--- config.mk ---
export PLATFORM = sky130hd
export DESIGN_NAME = regfile_wb_scheduler
export DESIGN_NICKNAME = d
export VERILOG_FILES = /design/src/rtl/regfile_pkg.sv /design/src/rtl/rr_arbiter.sv /design/src/rtl/regfile_wb_scheduler.sv
export SDC_FILE = /design/constraint.sdc
export NUM_CORES = 1
export LEC_CHECK = 0
export ABC_AREA = 1
export CORE_UTILIZATION = 40
export DETAILED_ROUTE_END_ITERATION = 8
export PLACE_DENSITY = 0.74
export SLEW_MARGIN = 20
export SYNTH_ARGS = -nofsm -noshare
export SYNTH_HDL_FRONTEND = slang
export SYNTH_SLANG_ARGS = --single-unit
--- constraint.sdc ---
create_clock -name iCLK -period 2.7 [get_ports iCLK]
set_input_delay 0.27 -clock iCLK [delete_from_list [all_inputs] [get_ports iCLK]]
set_output_delay 0.27 -clock iCLK [all_outputs]
set_load 0.05 [all_outputs]
--- src/rtl/regfile_pkg.sv ---
// Shared constants and writeback request type for the register-file writeback path.
package regfile_pkg;

   localparam int unsigned XLEN       = 32;
   localparam int unsigned REG_ADDR_W = 5;
   localparam int unsigned NREGS      = 32;

   localparam int unsigned REQ_ALU = 0;
   localparam int unsigned REQ_LSU = 1;
   localparam int unsigned REQ_CSR = 2;

   typedef struct packed {
      logic                  valid;
      logic [REG_ADDR_W-1:0] rd;
      logic [XLEN-1:0]       data;
   } wbReq_t;

endpackage

--- src/rtl/rr_arbiter.sv ---
// Round-robin arbiter: one-hot grant searched from the pointer, pointer moves past the
// winner on each completed handshake.
module rr_arbiter #(
   parameter int unsigned NUM_REQ = 3
) (
   input  logic               iCLK,
   input  logic               iRST_N,
   input  logic [NUM_REQ-1:0] iREQ,
   input  logic               iADVANCE,
   output logic [NUM_REQ-1:0] oGRANT
);

   localparam int unsigned PtrW = (NUM_REQ > 1) ? $clog2(NUM_REQ) : 1;

   logic [PtrW-1:0] ptrQ;
   logic [PtrW-1:0] winner;
   int unsigned     idx;

   // Walk the search order backwards so the earliest requester is the last to assign.
   always_comb begin
      oGRANT = '0;
      winner = '0;
      idx    = 0;
      for (int i = int'(NUM_REQ) - 1; i >= 0; i--) begin
         idx = (int'(ptrQ) + i) % NUM_REQ;
         if (iREQ[idx]) begin
            oGRANT      = '0;
            oGRANT[idx] = 1'b1;
            winner      = PtrW'(idx);
         end
      end
   end

   always_ff @(posedge iCLK or negedge iRST_N) begin
      if (!iRST_N) begin
         ptrQ <= '0;
      end else if (iADVANCE) begin
         ptrQ <= (winner == PtrW'(NUM_REQ - 1)) ? '0 : winner + PtrW'(1);
      end
   end

endmodule

--- src/rtl/regfile_wb_scheduler.sv ---
// Register-file writeback scheduler: round-robin write-port sharing, registered write stage
// and RAW scoreboard. Define WB_BYPASS_EN to add writeback-cycle forwarding outputs.
module regfile_wb_scheduler #(
   parameter int unsigned NUM_REQ    = 3,
   parameter int unsigned XLEN       = regfile_pkg::XLEN,
   parameter int unsigned REG_ADDR_W = regfile_pkg::REG_ADDR_W
) (
   input  logic                          iCLK,
   input  logic                          iRST_N,
   input  logic [NUM_REQ-1:0]            iREQ_VALID,
   output logic [NUM_REQ-1:0]            oREQ_READY,
   input  logic [NUM_REQ*REG_ADDR_W-1:0] iREQ_RD,
   input  logic [NUM_REQ*XLEN-1:0]       iREQ_DATA,
   output logic                          oDONE,
   output logic [REG_ADDR_W-1:0]         oRD,
   output logic [XLEN-1:0]               oWB_DATA,
   input  logic                          iISSUE,
   input  logic [REG_ADDR_W-1:0]         iISSUE_RD,
   input  logic [REG_ADDR_W-1:0]         iRS1,
   input  logic [REG_ADDR_W-1:0]         iRS2,
   output logic                          oRS1_BUSY,
   output logic                          oRS2_BUSY
`ifdef WB_BYPASS_EN
   ,
   output logic                          oRS1_FWD,
   output logic                          oRS2_FWD,
   output logic [XLEN-1:0]               oFWD_DATA
`endif
);

   import regfile_pkg::*;

   wbReq_t             reqs [NUM_REQ];
   wbReq_t             winReq;
   logic [NUM_REQ-1:0] grant;
   logic               handshake;
   logic               doneQ;
   logic [REG_ADDR_W-1:0] rdQ;
   logic [XLEN-1:0]    dataQ;
   logic [NREGS-1:0]   busyQ;
   logic [NREGS-1:0]   busyD;

   always_comb begin
      winReq = '0;
      for (int k = 0; k < int'(NUM_REQ); k++) begin
         reqs[k].valid = iREQ_VALID[k];
         reqs[k].rd    = iREQ_RD[k*REG_ADDR_W +: REG_ADDR_W];
         reqs[k].data  = iREQ_DATA[k*XLEN +: XLEN];
         if (grant[k]) winReq = reqs[k];
      end
   end

   // Grant only goes to a valid requester, so the winner's valid is the handshake.
   assign handshake  = winReq.valid;
   assign oREQ_READY = grant;

   rr_arbiter #(
      .NUM_REQ (NUM_REQ)
   ) uArb (
      .iCLK     (iCLK),
      .iRST_N   (iRST_N),
      .iREQ     (iREQ_VALID),
      .iADVANCE (handshake),
      .oGRANT   (grant)
   );

   always_ff @(posedge iCLK or negedge iRST_N) begin
      if (!iRST_N) begin
         doneQ <= 1'b0;
         rdQ   <= '0;
         dataQ <= '0;
      end else begin
         doneQ <= handshake && (winReq.rd != '0);
         if (handshake && (winReq.rd != '0)) begin
            rdQ   <= winReq.rd;
            dataQ <= winReq.data;
         end
      end
   end

   // Set after clear: a newly issued producer outranks the write retiring this edge.
   always_comb begin
      busyD = busyQ;
      if (doneQ) busyD[rdQ] = 1'b0;
      if (iISSUE && (iISSUE_RD != '0)) busyD[iISSUE_RD] = 1'b1;
      busyD[0] = 1'b0;
   end

   always_ff @(posedge iCLK or negedge iRST_N) begin
      if (!iRST_N) begin
         busyQ <= '0;
      end else begin
         busyQ <= busyD;
      end
   end

   assign oDONE    = doneQ;
   assign oRD      = rdQ;
   assign oWB_DATA = dataQ;

`ifdef WB_BYPASS_EN
   assign oRS1_FWD  = doneQ && (rdQ == iRS1) && (iRS1 != '0);
   assign oRS2_FWD  = doneQ && (rdQ == iRS2) && (iRS2 != '0);
   assign oFWD_DATA = dataQ;
   assign oRS1_BUSY = busyQ[iRS1] && !oRS1_FWD;
   assign oRS2_BUSY = busyQ[iRS2] && !oRS2_FWD;
`else
   assign oRS1_BUSY = busyQ[iRS1];
   assign oRS2_BUSY = busyQ[iRS2];
`endif

endmodule
Word-level counts from Yosys, hierarchy flattened
Index checks and enable logic that the tools add are counted.
{ "totals": {"reg_bits": 71, "in_bits": 132, "output_inout_bits": 43, "word_cells": 68} }
{ "classes": {"add_sub_neg": 3, "div_mod_pow": 3, "n_lt_le_gt_ge": 12, "n_eq_ne": 1, "n_mux": 32, "bitwise": 3, "reduce_logical": 9} }
{ "ops": {"columns": ["operator", "count"], "rows": [
  ["38-bit 2-to-1 mux", 3],
  ["32-bit by 1-bit >= comparator with 1-bit output (second input constant)", 3],
  ["32-bit by 3-bit less-than comparator with 1-bit output (second input constant)", 3],
  ["32-bit by 2-bit remainder unit with 32-bit output (second input constant)", 2],
  ["32-bit 2-to-1 mux", 2],
  ["32-bit AND", 1],
  ["2-bit by 2-bit remainder unit with 32-bit output (second input constant)", 1],
  ["32-bit inverter", 1],
  ["32-bit OR", 1],
  ["5-bit by 6-bit less-than comparator with 1-bit output (second input constant)", 4],
  ["1-bit binary-select mux with 5-bit select", 2],
  ["1-bit demux with 5-bit select", 2],
  ["5-bit by 1-bit >= comparator with 1-bit output (second input constant)", 2],
  ["1-bit 2-to-1 mux", 10],
  ["5-bit nonzero test", 2],
  ["3-bit 2-to-1 mux", 3],
  ["2-bit 2-to-1 mux", 4],
  ["1-bit logical AND", 7],
  ["1-bit binary-select mux with 2-bit select", 3],
  ["1-bit demux with 2-bit select", 3],
  ["2-bit by 1-bit adder with 3-bit output (second input constant)", 1],
  ["2-bit by 2-bit adder with 3-bit output (second input constant)", 1],
  ["2-bit by 1-bit adder with 2-bit output (second input constant)", 1],
  ["2-bit equality test (second input constant)", 1]
]} }

Logic depth before layout (Yosys ltp)
Gate-level depths: netlist of the first run.
{ "depth": {"word_depth": 14, "ltp_mapped": 22, "depth_no_buf": 19} }

By module
From an unflattened synthesis of the first run, not the netlist that was laid out.
{ "unflattened": {"hier_cells": 673, "area_unflattened_um2": 4662.0} }
{ "modules_own_cells": {"columns": ["module", "n_inst", "cells_per_inst", "area_each_um2", "seq_area_each_um2"], "rows": [
  ["regfile_wb_scheduler", 1, 611, 4282.9, 1726.7],
  ["rr_arbiter", 1, 62, 379.1, 50.0]
]} }

Worst setup path after synthesis of the first run
OpenSTA, ideal clock, no wires.
{ "synth_path": {"path_type": "register to register", "startpoint": "register uArb.ptrQ[1]", "endpoint": "register dataQ[24] (netlist: oWB_DATA[24])", "setup_time_ns": 0.066, "arrival_time_ns": 2.480, "t_required_ns": 2.634, "path_slack_ns": 0.154, "path_stages_with_launch": 17, "n_path_buf": 2, "synth_period_minus_slack_ns": 2.546, "cell_sequence": "dfrtp_1 > inv_1 > ha_1 > inv_2 > nand2_1 > nand3_1 > nand2_2 > inv_2 > nor2_1 > nand2_1 > nand2_1 > buf_4 > clkbuf_1 > a21oi_1 > o21ai_0 > nand3_1 > nand2_1"} }
{ "synth_via": {"elab_chain_cells": 14, "elab_cells_between_ends": 34, "classes_between": "2 x add/sub; 3 x div; 6 x order compare; 18 x mux; 5 x reduce/logical"} }
{ "synth_lines": {"columns": ["item", "line", "text"], "rows": [
  ["from (decl)", "rr_arbiter.sv:15", "logic [PtrW-1:0] ptrQ;"],
  ["from (signal assigned)", "rr_arbiter.sv:38", "ptrQ <= (winner == PtrW'(NUM_REQ - 1)) ? '0 : winner + PtrW'(1);"],
  ["2-bit by 2-bit adder with 3-bit output", "rr_arbiter.sv:25", "idx = (int'(ptrQ) + i) % NUM_REQ;"],
  ["32-bit by 2-bit remainder unit with 32-bit output", "rr_arbiter.sv:25", null],
  ["32-bit by 1-bit >= comparator with 1-bit output (implied by the code) or 32-bit by 3-bit less-than comparator with 1-bit output (tied branches)", "rr_arbiter.sv:28", "oGRANT[idx] = 1'b1;"],
  ["1-bit logical AND (implied by the code)", "rr_arbiter.sv:28", null],
  ["1-bit 2-to-1 mux (implied by the code)", "rr_arbiter.sv:28", null],
  ["1-bit demux with 2-bit select", null, null],
  ["3-bit 2-to-1 mux (2 in series)", "rr_arbiter.sv:26", "if (iREQ[idx]) begin"],
  ["3-bit 2-to-1 mux (*)", "rr_arbiter.sv:26", null],
  ["net oREQ_READY[0]", "regfile_wb_scheduler.sv:11", "output logic [NUM_REQ-1:0] oREQ_READY,"],
  ["38-bit 2-to-1 mux (*) (3 in series)", "regfile_wb_scheduler.sv:49", "if (grant[k]) winReq = reqs[k];"],
  ["5-bit nonzero test", "regfile_wb_scheduler.sv:74", "if (handshake && (winReq.rd != '0)) begin"],
  ["1-bit logical AND", "regfile_wb_scheduler.sv:74", null],
  ["to (signal assigned)", "regfile_wb_scheduler.sv:76", "dataQ <= winReq.data;"],
  ["to (decl)", "regfile_wb_scheduler.sv:39", "logic [XLEN-1:0] dataQ;"]
]} }
The timed path passes the listed nets; every way through them passes the cells marked *. The select of a mux whose other input is x is not followed.
A chain may end at the register's enable or synchronous reset.

Worst setup path after layout of the first run
{ "layout_path": {"startpoint": "register uArb.ptrQ[1]", "endpoint": "output oREQ_READY[2]"} }
{ "layout_via": {"elab_chain_cells": 9, "elab_cells_between_ends": 29, "classes_between": "2 x add/sub; 3 x div; 6 x order compare; 15 x mux; 3 x reduce/logical"} }
{ "layout_lines": {"columns": ["item", "line"], "rows": [
  ["2-bit by 2-bit adder with 3-bit output", "rr_arbiter.sv:25"],
  ["32-bit by 2-bit remainder unit with 32-bit output", "rr_arbiter.sv:25"],
  ["32-bit by 1-bit >= comparator with 1-bit output (implied by the code) or 32-bit by 3-bit less-than comparator with 1-bit output (tied branches)", "rr_arbiter.sv:28"],
  ["1-bit logical AND (implied by the code)", "rr_arbiter.sv:28"],
  ["1-bit 2-to-1 mux (implied by the code)", "rr_arbiter.sv:28"],
  ["1-bit demux with 2-bit select", null],
  ["3-bit 2-to-1 mux (2 in series)", "rr_arbiter.sv:26"],
  ["3-bit 2-to-1 mux (*)", "rr_arbiter.sv:26"],
  ["to (decl)", "regfile_wb_scheduler.sv:11"]
]} }
Every way passes the cells marked *; elsewhere a longest branch is shown, timed or not. The select of a mux whose other input is x is not followed.

==> run metrics, run 1 <==
drt drc=0; hpwl dp=~12000 um; worst-skew pair later-pin latency=roughly 0.34 ns; Max-cap violations=0; total track usage=about a quarter; Inst Count DP=approximately 950; EDFF count, synth=0; Mapped Avg Cell Area=around 7 um^2; most frequent cells after synthesis=o21ai_0, nand2_1, dfrtp_1, nand3_1, a21oi_1; syn nets=slightly below 800; most common flop cell mapped by yosys=dfrtp_1; 1st-iter DRT viols=459; CTS Buffer Depth=2; Peak VDD IR=approximately 1.5 mV; M1 WL=between 6000 and 7000 um; via/cell ratio=~5.6; worst hold stages=2; DR WL/cell=between 15 and 20 um; count of final setup violators=0; # IOs=between 150 and 200; slowest CP cell=dfrtp_1; layout cells sized above 1=under 10%; Fmax=approximately 400 MHz; sw frac=between 50% and 60%; core area=approximately 11000 um^2; Worst Setup Start Kind=flop; worst slew pin tran=approximately 0.61 ns; H-tree depth=3; P_sw=5890 uW; CTS Root Cell=clkbuf_8; Yosys top cell by area=dfrtp_1; max-slew violations=0; Max-slew headroom=roughly three fifths; P&R area growth vs syn=50.33%; die width=around 110 um; DIE AREA=between 10000 and 15000 um^2; status=finished clean; clk slew on worst S/H paths=roughly 0.080 ns; routed length on met3=between 1000 and 1500 um; Die Y=around 110 um; post-synth cell types=29; R2R depth=14; DR WL met2=7738 um; pin count of the biggest net entering global routing=between 40 and 50; Core Rows=38; placer congestion estimate=1.023; final worst path period share=between 90% and 100%; Min-Delay Path Class=reg -> reg; DRT Wirelength=about 15000 um; First-pass DRT Iterations=5; total power=approximately 11000 uW; clk sink count=approximately 70; Hold WS=roughly 0.47 ns; Post-synth ARST share=100.0%; Synth top area share=between 30% and 40%; Vias=~5400; most used cell, CP=nand2_1; CP max stage delay=between 0.4 and 0.5 ns; CTS buffer count=9; Seq/Total Area, Yosys=around two fifths; most frequent cell after synthesis=o21ai_0; CTS tree=done; max layer used=met4; ANT nets after route=0; Buf/Inv on CP=3; sequential share of power=between 10% and 20%; ranking of synthesized cells by area=dfrtp_1, o21ai_0, nand2_1; number of global-route vias before repair=4992; Critical Path Stages=11; Mapped Area=4492 um^2; final hold violations=0; Critical Path RT=around 2.4 ns; kind of end point of the critical path=output port; Pwr per Cell Area=1606 nW/um^2; critical path arrival=approximately 2.2 ns; Synth Instances=~640; Leakage=between 0.002 and 0.003 uW; internal power=roughly 5000 uW; r2r setup slk=0.21 ns; initial antenna violation count=0; Setup CP Type=reg -> out; Port-buffer cells=roughly 170; Ys Warns=0; clock group share of total power=about 7.0%; Comb power frac=roughly three quarters; CP cell instances=ha_4 > inv_2 > nand2_1 > nand3_2 > nand2_1 > nand2_1 > nand2_1 > nand2_1 > nand2_2 > buf_4 > buf_12; fin crit period=2.493 ns; Non-Filler Instances=~960; unrepaired setup endpoints after global routing=no; Ant. Diodes=0; Final Util=~62%; initial core utilization=between 40% and 50%; CP max FO=14; first-pass GRT wire length=roughly 24000 um; global route overflow=0; #FFs+latches synth=a little over 70; Largest delay share family, worst path=simple AND/OR/NAND/NOR gates; final setup skew=about 0.0095 ns; nets=approximately 950
registers in the layout, summed over array words and instances, names as in the netlist:
register and flops:
oWB_DATA 32, busyQ 31, oRD 5, uArb.ptrQ 2, oDONE 1
path summary, 6_finish.rpt:
path,from,end
worst max-delay path,uArb.ptrQ[1]$_DFFE_PN0P_,oREQ_READY[2]
worst min-delay path,oWB_DATA[13]$_DFFE_PN0P_,oWB_DATA[13]$_DFFE_PN0P_
worst max register to register,uArb.ptrQ[0]$_DFFE_PN0P_,oWB_DATA[21]$_DFFE_PN0P_
worst min register to register,oWB_DATA[13]$_DFFE_PN0P_,oWB_DATA[13]$_DFFE_PN0P_
max in group asynchronous,iRST_N,uArb.ptrQ[0]$_DFFE_PN0P_
min in group asynchronous,iRST_N,oWB_DATA[1]$_DFFE_PN0P_
final cells by class:
class                           count  area (um^2)
Clock inverter                      6        46.29
Tap cell                          140        175.2
Sequential cell                    71         1778
Fill cell                         960         4135
Clock buffer                       10        137.6
Inverter                           36        135.1
Multi-Input combinational cell    501         2450
Timing Repair Buffer              199         2031
cell usage in the layout, fill, tap and decap left out, types with 9 or more instances in the layout:
cell / n
dfrtp_1: 70
a21oi_1: 40
clkbuf_8: 10
clkdlybuf4s50_1: 168
inv_1: 27
nand2_1: 153
nor2_1: 37
o221ai_1: 12
buf_12: 9
buf_4: 19
o21ai_0: 160
nand3_1: 71
through the flow:
stage	worst slack [ns]	instance area (um^2)	TNS (ns)
finish	0.2067	6753	0
floorplan	0.1540	4492	0
global route	0.01144	6753	0
global placement	-0.02261	6499	-0.02261
CTS	0.04574	6696	0
detailed placement	-0.01570	6499	-0.04608
worst register-to-register path, delay by kind of cell, from the launching register on:
kind	cells	cell delay [ns]
fa+ha+maj	1	0.23
simple gates	7	0.69
buf+inv	3	0.50
flops	1	0.41
compound gates	3	0.61
metal layers:
metal | up-vias | global-route usage (%)
met4 | 0 | 9.589
li1 | 2562 | -
met1 | 2479 | 33.44
met2 | 287 | 46.72
met3 | 29 | 3.858
met5 | - | 0
what timing repair did:
item	4_1_cts	5_1_grt
hold buffers	1	0
setup buffers	0	1
cloned	0	0
gates resized for setup	1	13
endpoints found under the hold margin	24	0
endpoints found under the setup margin	8	43
pin swaps	0	1
cell families after synthesis:
kind of cell	share of synthesized area, %
simple gates	25.43
buf+inv	6.852
flops	39.55
fa+ha+maj	1.114
compound gates	27.05
power groups by stage:
stage | logic (uW) | clock network (uW) | registers (uW)
6_report | 8110 | 757 | 1980
3_5_place_dp | 7870 | 0 | 1970
2_1_floorplan | 4630 | 0 | 2710
3_3_place_gp | 7710 | 0 | 1970
5_1_grt | 8920 | 831 | 2030
4_1_cts | 7900 | 777 | 1960
(Power assumes the default switching activity.)
==> run 2, diff against run 1 <==
GPL_TIMING_DRIVEN = 0   (was not set)
TNS_END_PERCENT = 5   (was not set)
==> run 2 against run 1 <==
Effect of this change: first-iteration DRC count grew 22%; count of clock-buffer cells in the layout is the same; worst hold slack lost 0.12 ns; worst setup slack lost 0.12 ns; highest routed layer unchanged; global-route usage grew 2.4 points; via count grew 3.9%; sequential cell count is the same; sequential share of layout area shrank 0.82 points; die area is the same; cell count grew 2.8%.
==> run metrics, run 2 (synthesized netlist as in run 1, its figures left out) <==
status=finished clean; fin crit period=approximately 2.6 ns; ANT nets after route=0; most frequent cells in the layout=clkdlybuf4s50_1, o21ai_0, nand2_1, nand3_1, dfrtp_1; commonest non-fill, non-tap cell in the layout=clkdlybuf4s50_1; final setup skew=roughly 0.014 ns; Largest delay share family, worst path=buffers and inverters; First-pass DRT Iterations=6; die width=approximately 110 um; hpwl dp=approximately 13000 um; DR WL/cell=17.28 um; CTS Buffer Depth=2; nets=around 980; Setup CP Type=reg -> out; worst reg2reg endpoint=oWB_DATA[12]$_DFFE_PN0P_; Min-Delay Path Class=in -> async; Setup Slack @ Placement=-0.5786 ns; Core Rows=38; clk slew on worst S/H paths=0.08 ns; DRT Wirelength=about 17000 um; CP max FO=10; Final Util=roughly 64%; global route overflow=0; CTS tree=done; final worst setup slack=between 0.08 and 0.09 ns; CP cell instances=inv_2 > ha_4 > inv_2 > nand2_2 > nand3_2 > nand3_1 > nand3_2 > nand2_2 > buf_4 > clkbuf_4 > buf_4; final worst path period share=96.76%; R2R depth=15; placer congestion estimate=0.9910; layout cells sized above 1=between 10% and 20%; Worst R2R Start=uArb.ptrQ[0]$_DFFE_PN0P_; r2r setup slk=between 0.08 and 0.09 ns; kind of end point of the critical path=output port; worst slew pin tran=0.5771 ns; 1st-iter DRT viols=559; pin count of the biggest net entering global routing=50; H-tree depth=3; Worst Setup Start Kind=flop; Die Y=108.0 um; CP max stage delay=about 0.40 ns; worst-skew pair later-pin latency=between 0.3 and 0.4 ns; CTS buffer count=9; max-slew violations=0; Ant. Diodes=0; Fmax=between 300 and 400 MHz; Port-buffer cells=174; slowest CP cell=dfrtp_1; drt drc=0; max reg flops=32; via/cell ratio=about 5.6; initial antenna violation count=0; unrepaired setup endpoints after global routing=yes; core area=about 11000 um^2; DIE AREA=between 10000 and 15000 um^2; first-pass GRT wire length=26190 um; Buf/Inv on CP=5; Max-slew headroom=roughly three fifths; clk sink count=71; number of global-route vias before repair=between 5000 and 6000; initial core utilization=41.25%; critical path arrival=~2.3 ns; P&R area growth vs syn=55.15%; final setup TNS=0 ns; # IOs=around 180; CTS Root Cell=clkbuf_8; Vias=~5600; count of final setup violators=0; total track usage=about 29%; final hold violations=0; Critical Path RT=~2.4 ns; Max-cap violations=0
-- run 2: changes by cell type in the layout (fill, tap and decap cells not counted), sizes merged --
cell | before | now
clkbuf | 10 | 33
buf | 30 | 33
bufinv | 0 | 2
clkinvlp | 2 | 0
clkdlybuf4s15 | 0 | 1
-- run 2: area by class of cell --
cell class                      instances  area (um^2)
Buffer                                 34        224.0
Clock buffer                           10        127.6
Clock inverter                          6        95.09
Fill cell                             950         3919
Inverter                               36        137.6
Multi-Input combinational cell        501         2507
Sequential cell                        71         1778
Tap cell                              140        175.2
Timing Repair Buffer                  192         1924
-- run 2: timing repair --
action | 4_1_cts | 5_1_grt
resized for setup | 36 | 59
setup buffers | 3 | 11
endpoints found under the hold margin | 22 | 0
pin swaps | 2 | 11
hold buffers | 1 | 0
gates cloned | 0 | 2
setup endpoints to repair | 43 | 45
-- run 2: worst max-delay path by stage --
| stage | cells past startpoint | slack (ns) | to | startpoint |
|---|---|---|---|---|
| after detailed placement | 10 | -0.58 | oREQ_READY[2] | iREQ_VALID[2] |
| after global placement | 1 | -0.98 | busyQ[7]$_DFF_PN0_ | iRST_N |
| after floorplan | 16 | 0.15 | oWB_DATA[24]$_DFFE_PN0P_ | uArb.ptrQ[1]$_DFFE_PN0P_ |
| after CTS | 18 | -0.08 | oRD[3]$_DFFE_PN0P_ | uArb.ptrQ[0]$_DFFE_PN0P_ |
| final | 11 | 0.09 | oREQ_READY[1] | uArb.ptrQ[0]$_DFFE_PN0P_ |
| after global routing | 22 | -0.07 | oWB_DATA[21]$_DFFE_PN0P_ | uArb.ptrQ[1]$_DFFE_PN0P_ |
-- run 2: worst register-to-register path, delay by kind of cell, from the launching register on --
kind	cells	cell delay (ns)
AOI/OAI and AO/OA	2	0.42
DFF	1	0.42
and+or+nand+nor	7	0.62
adders and majority gates	1	0.19
buffers and inverters	5	0.91
-- run 2: per-layer routing --
metal / routed length [um] / GRT usage, % / vias up / part of all wire (%)
li1: - / - / 2627 / -
met1: 6629 / 33.73 / 2640 / 39
met2: 8799 / 52.27 / 259 / 51
met3: 1219 / 7.173 / 41 / 7.1
met4: 459 / 9.980 / 0 / 2.7
met5: 0 / 0 / - / 0
-- run 2: through the flow --
step | area, um^2 | instances | hold slack [ns]
CTS | 6709 | 977 | 0.3529
finish | 6969 | 990 | 0.3515
global route | 6969 | 990 | 0.3854
detailed placement | 6434 | 957 | 0.1971
floorplan | 4492 | 642 | -0.02559
global placement | 6409 | 956 | 0.4552
Power of run 2 is left out: the tool's default activity adds up to more than one toggle a clock period on the data nets, which glitch-free logic cannot reach.
==> run 3, diff against run 2 <==
PLACE_DENSITY = 0.77   (was 0.74)
clock period = 2.4 ns   (was 2.7 ns; I/O delays follow)
==> run 3 against run 2 <==
Effect of this change: the run now ends with negative setup slack left; core utilization grew 2.3 points; first-iteration DRC count shrank 1.6%; sequential cell count is the same; clock skew shrank 0.0036 ns; critical path depth grew 6; via count grew 1.3%; sequential share of layout area shrank 0.88 points; global-route usage shrank 1.3 points; cell count grew 1.1%; die area is the same; register-to-register slack lost 0.36 ns; cell area grew 3.6%; highest routed layer unchanged.
==> run metrics, run 3 (synthesized netlist as in run 1, its figures left out) <==
CTS Buffer Depth=2; violations in the final reports=negative setup slack; final setup skew=a little under 0.01 ns; placed cell area=6430 um^2; CTS buffer count=9; hpwl dp=roughly 13000 um; Ant. Diodes=0; status=complete, but fails checks; Die Y=108.0 um; worst-skew pair later-pin latency=~0.37 ns; Worst Setup Start Kind=flop; P&R area growth vs syn=60.70%; Vias=5642; CP max stage delay=0.47 ns; nets=a little under 1000; Setup CP Type=reg -> reg; Setup Slack @ Placement=-0.6349 ns; Max-cap violations=0; 1st-iter DRT viols=550; final worst setup slack=-0.2722 ns; CP max FO=6; layout cells sized above 1=between 10 and 15%; global route overflow=0; initial core utilization=approximately two fifths; Core Rows=38; commonest non-fill, non-tap cell in the layout=clkdlybuf4s50_1; final hold violations=0; CTS tree=done; max reg flops=32; Finished Cell Area=7218 um^2; H-tree depth=3; First-pass DRT Iterations=6; worst reg2reg endpoint=oWB_DATA[22]$_DFFE_PN0P_; clk slew on worst S/H paths=approximately 0.080 ns; DR WL/cell=around 17 um; final worst path period share=111.3%; unrepaired setup endpoints after global routing=yes; die width=roughly 110 um; r2r setup slk=-0.27 ns; DIE AREA=around 12000 um^2; most frequent cells in the layout=clkdlybuf4s50_1, o21ai_0, nand2_1, dfrtp_1, nand3_1; Critical Path RT=~2.7 ns; Worst R2R Start=uArb.ptrQ[1]$_DFFE_PN0P_; number of global-route vias before repair=~5300; max-slew violations=0; via/cell ratio=roughly 5.6; initial antenna violation count=0; R2R depth=17; CTS Root Cell=clkbuf_8; fin crit period=2.672 ns; CP cell instances=ha_4 > nor2_1 > nand3_1 > nand2_4 > nand3_4 > nand2_4 > inv_4 > buf_6 > nor2_1 > nor2_1 > a21oi_2 > nand3_4 > nand2_4 > buf_8 > clkbuf_16 > nand2_1 > nand2_1; count of final setup violators=45; first-pass GRT wire length=approximately 25000 um; Port-buffer cells=174; slowest CP cell=dfrtp_2; kind of end point of the critical path=flop; Max-slew headroom=61.25%; Min-Delay Path Class=in -> async; Fmax=374.2 MHz; worst slew pin tran=around 0.58 ns; clk sink count=71; total track usage=between 20 and 30%; drt drc=0; DRT Wirelength=~17000 um; core area=10890 um^2; # IOs=175; ANT nets after route=0; pin count of the biggest net entering global routing=48; placer congestion estimate=between 1 and 1.5; critical path arrival=around 3.0 ns
## run 3: cell types whose count changed in the layout (fill, tap and decap cells not counted), moves of 3 or more
cell and delta:
nand2_1 -12, clkinvlp_4 +3, buf_4 +6, inv_2 -5, inv_4 +4, nand2_2 +6
buf_6 +4, clkinv_4 -3, nand2_4 +6
## run 3: critical path, delay by kind of cell (launching register included)
family	cells	cell delay, ns
and+or+nand+nor	11	1.17
DFF	1	0.47
buffers and inverters	4	0.46
adders and majority gates	1	0.27
AOI/OAI and AO/OA	1	0.23
## run 3: area by class of cell
type | count | area, um^2
Fill cell | 877 | 3670
Timing Repair Buffer | 203 | 2037
Buffer | 34 | 255.2
Tap cell | 140 | 175.2
Clock buffer | 9 | 123.9
Clock inverter | 7 | 121.4
Multi-Input combinational cell | 501 | 2580
Inverter | 36 | 147.6
Sequential cell | 71 | 1778
## run 3: routing by layer
| layer | track usage, % | up-vias | part of all wire, % |
|---|---|---|---|
| li1 | - | 2635 | - |
| met1 | 31.09 | 2613 | 38 |
| met2 | 50.77 | 335 | 51 |
| met3 | 5.726 | 59 | 7.9 |
| met4 | 12.33 | 0 | 3.4 |
| met5 | 0 | - | 0 |
## run 3: repair_timing
| action | CTS | global route |
|---|---|---|
| pin swaps | 7 | 18 |
| gates resized for setup | 75 | 49 |
| hold buffers | 1 | 0 |
| gates cloned | 0 | 3 |
| hold endpoints to repair | 24 | 0 |
| setup buffers | 9 | 15 |
| endpoints found under the setup margin | 45 | 45 |
## run 3: stage by stage
| stage | TNS, ns | std cells | hold slack [ns] | utilization, % |
|---|---|---|---|---|
| after floorplan | 0 | 642 | -0.05559 | - |
| after CTS | -3.570 | 983 | 0.3211 | 63.35 |
| after detailed placement | -17.92 | 957 | 0.1744 | 59.06 |
| after global routing | -13.15 | 1001 | 0.3523 | 66.30 |
| after global placement | -102.28 | 956 | 0.4556 | 58.89 |
| final | -9.256 | 1001 | 0.3186 | 66.30 |
## run 3: how the worst max path moves through the flow
stage	start	end	slack (ns)	cells past startpoint
2_1_floorplan	uArb.ptrQ[0]$_DFFE_PN0P_	oRD[2]$_DFFE_PN0P_	0.006	18
3_3_place_gp	iRST_N	busyQ[2]$_DFF_PN0_	-1.22	1
3_5_place_dp	uArb.ptrQ[0]$_DFFE_PN0P_	oREQ_READY[2]	-0.63	13
4_1_cts	uArb.ptrQ[1]$_DFFE_PN0P_	oRD[2]$_DFFE_PN0P_	-0.12	17
5_1_grt	uArb.ptrQ[0]$_DFFE_PN0P_	oWB_DATA[21]$_DFFE_PN0P_	-0.36	17
6_report	uArb.ptrQ[1]$_DFFE_PN0P_	oWB_DATA[22]$_DFFE_PN0P_	-0.27	17
Power of run 3 is left out for the same reason.
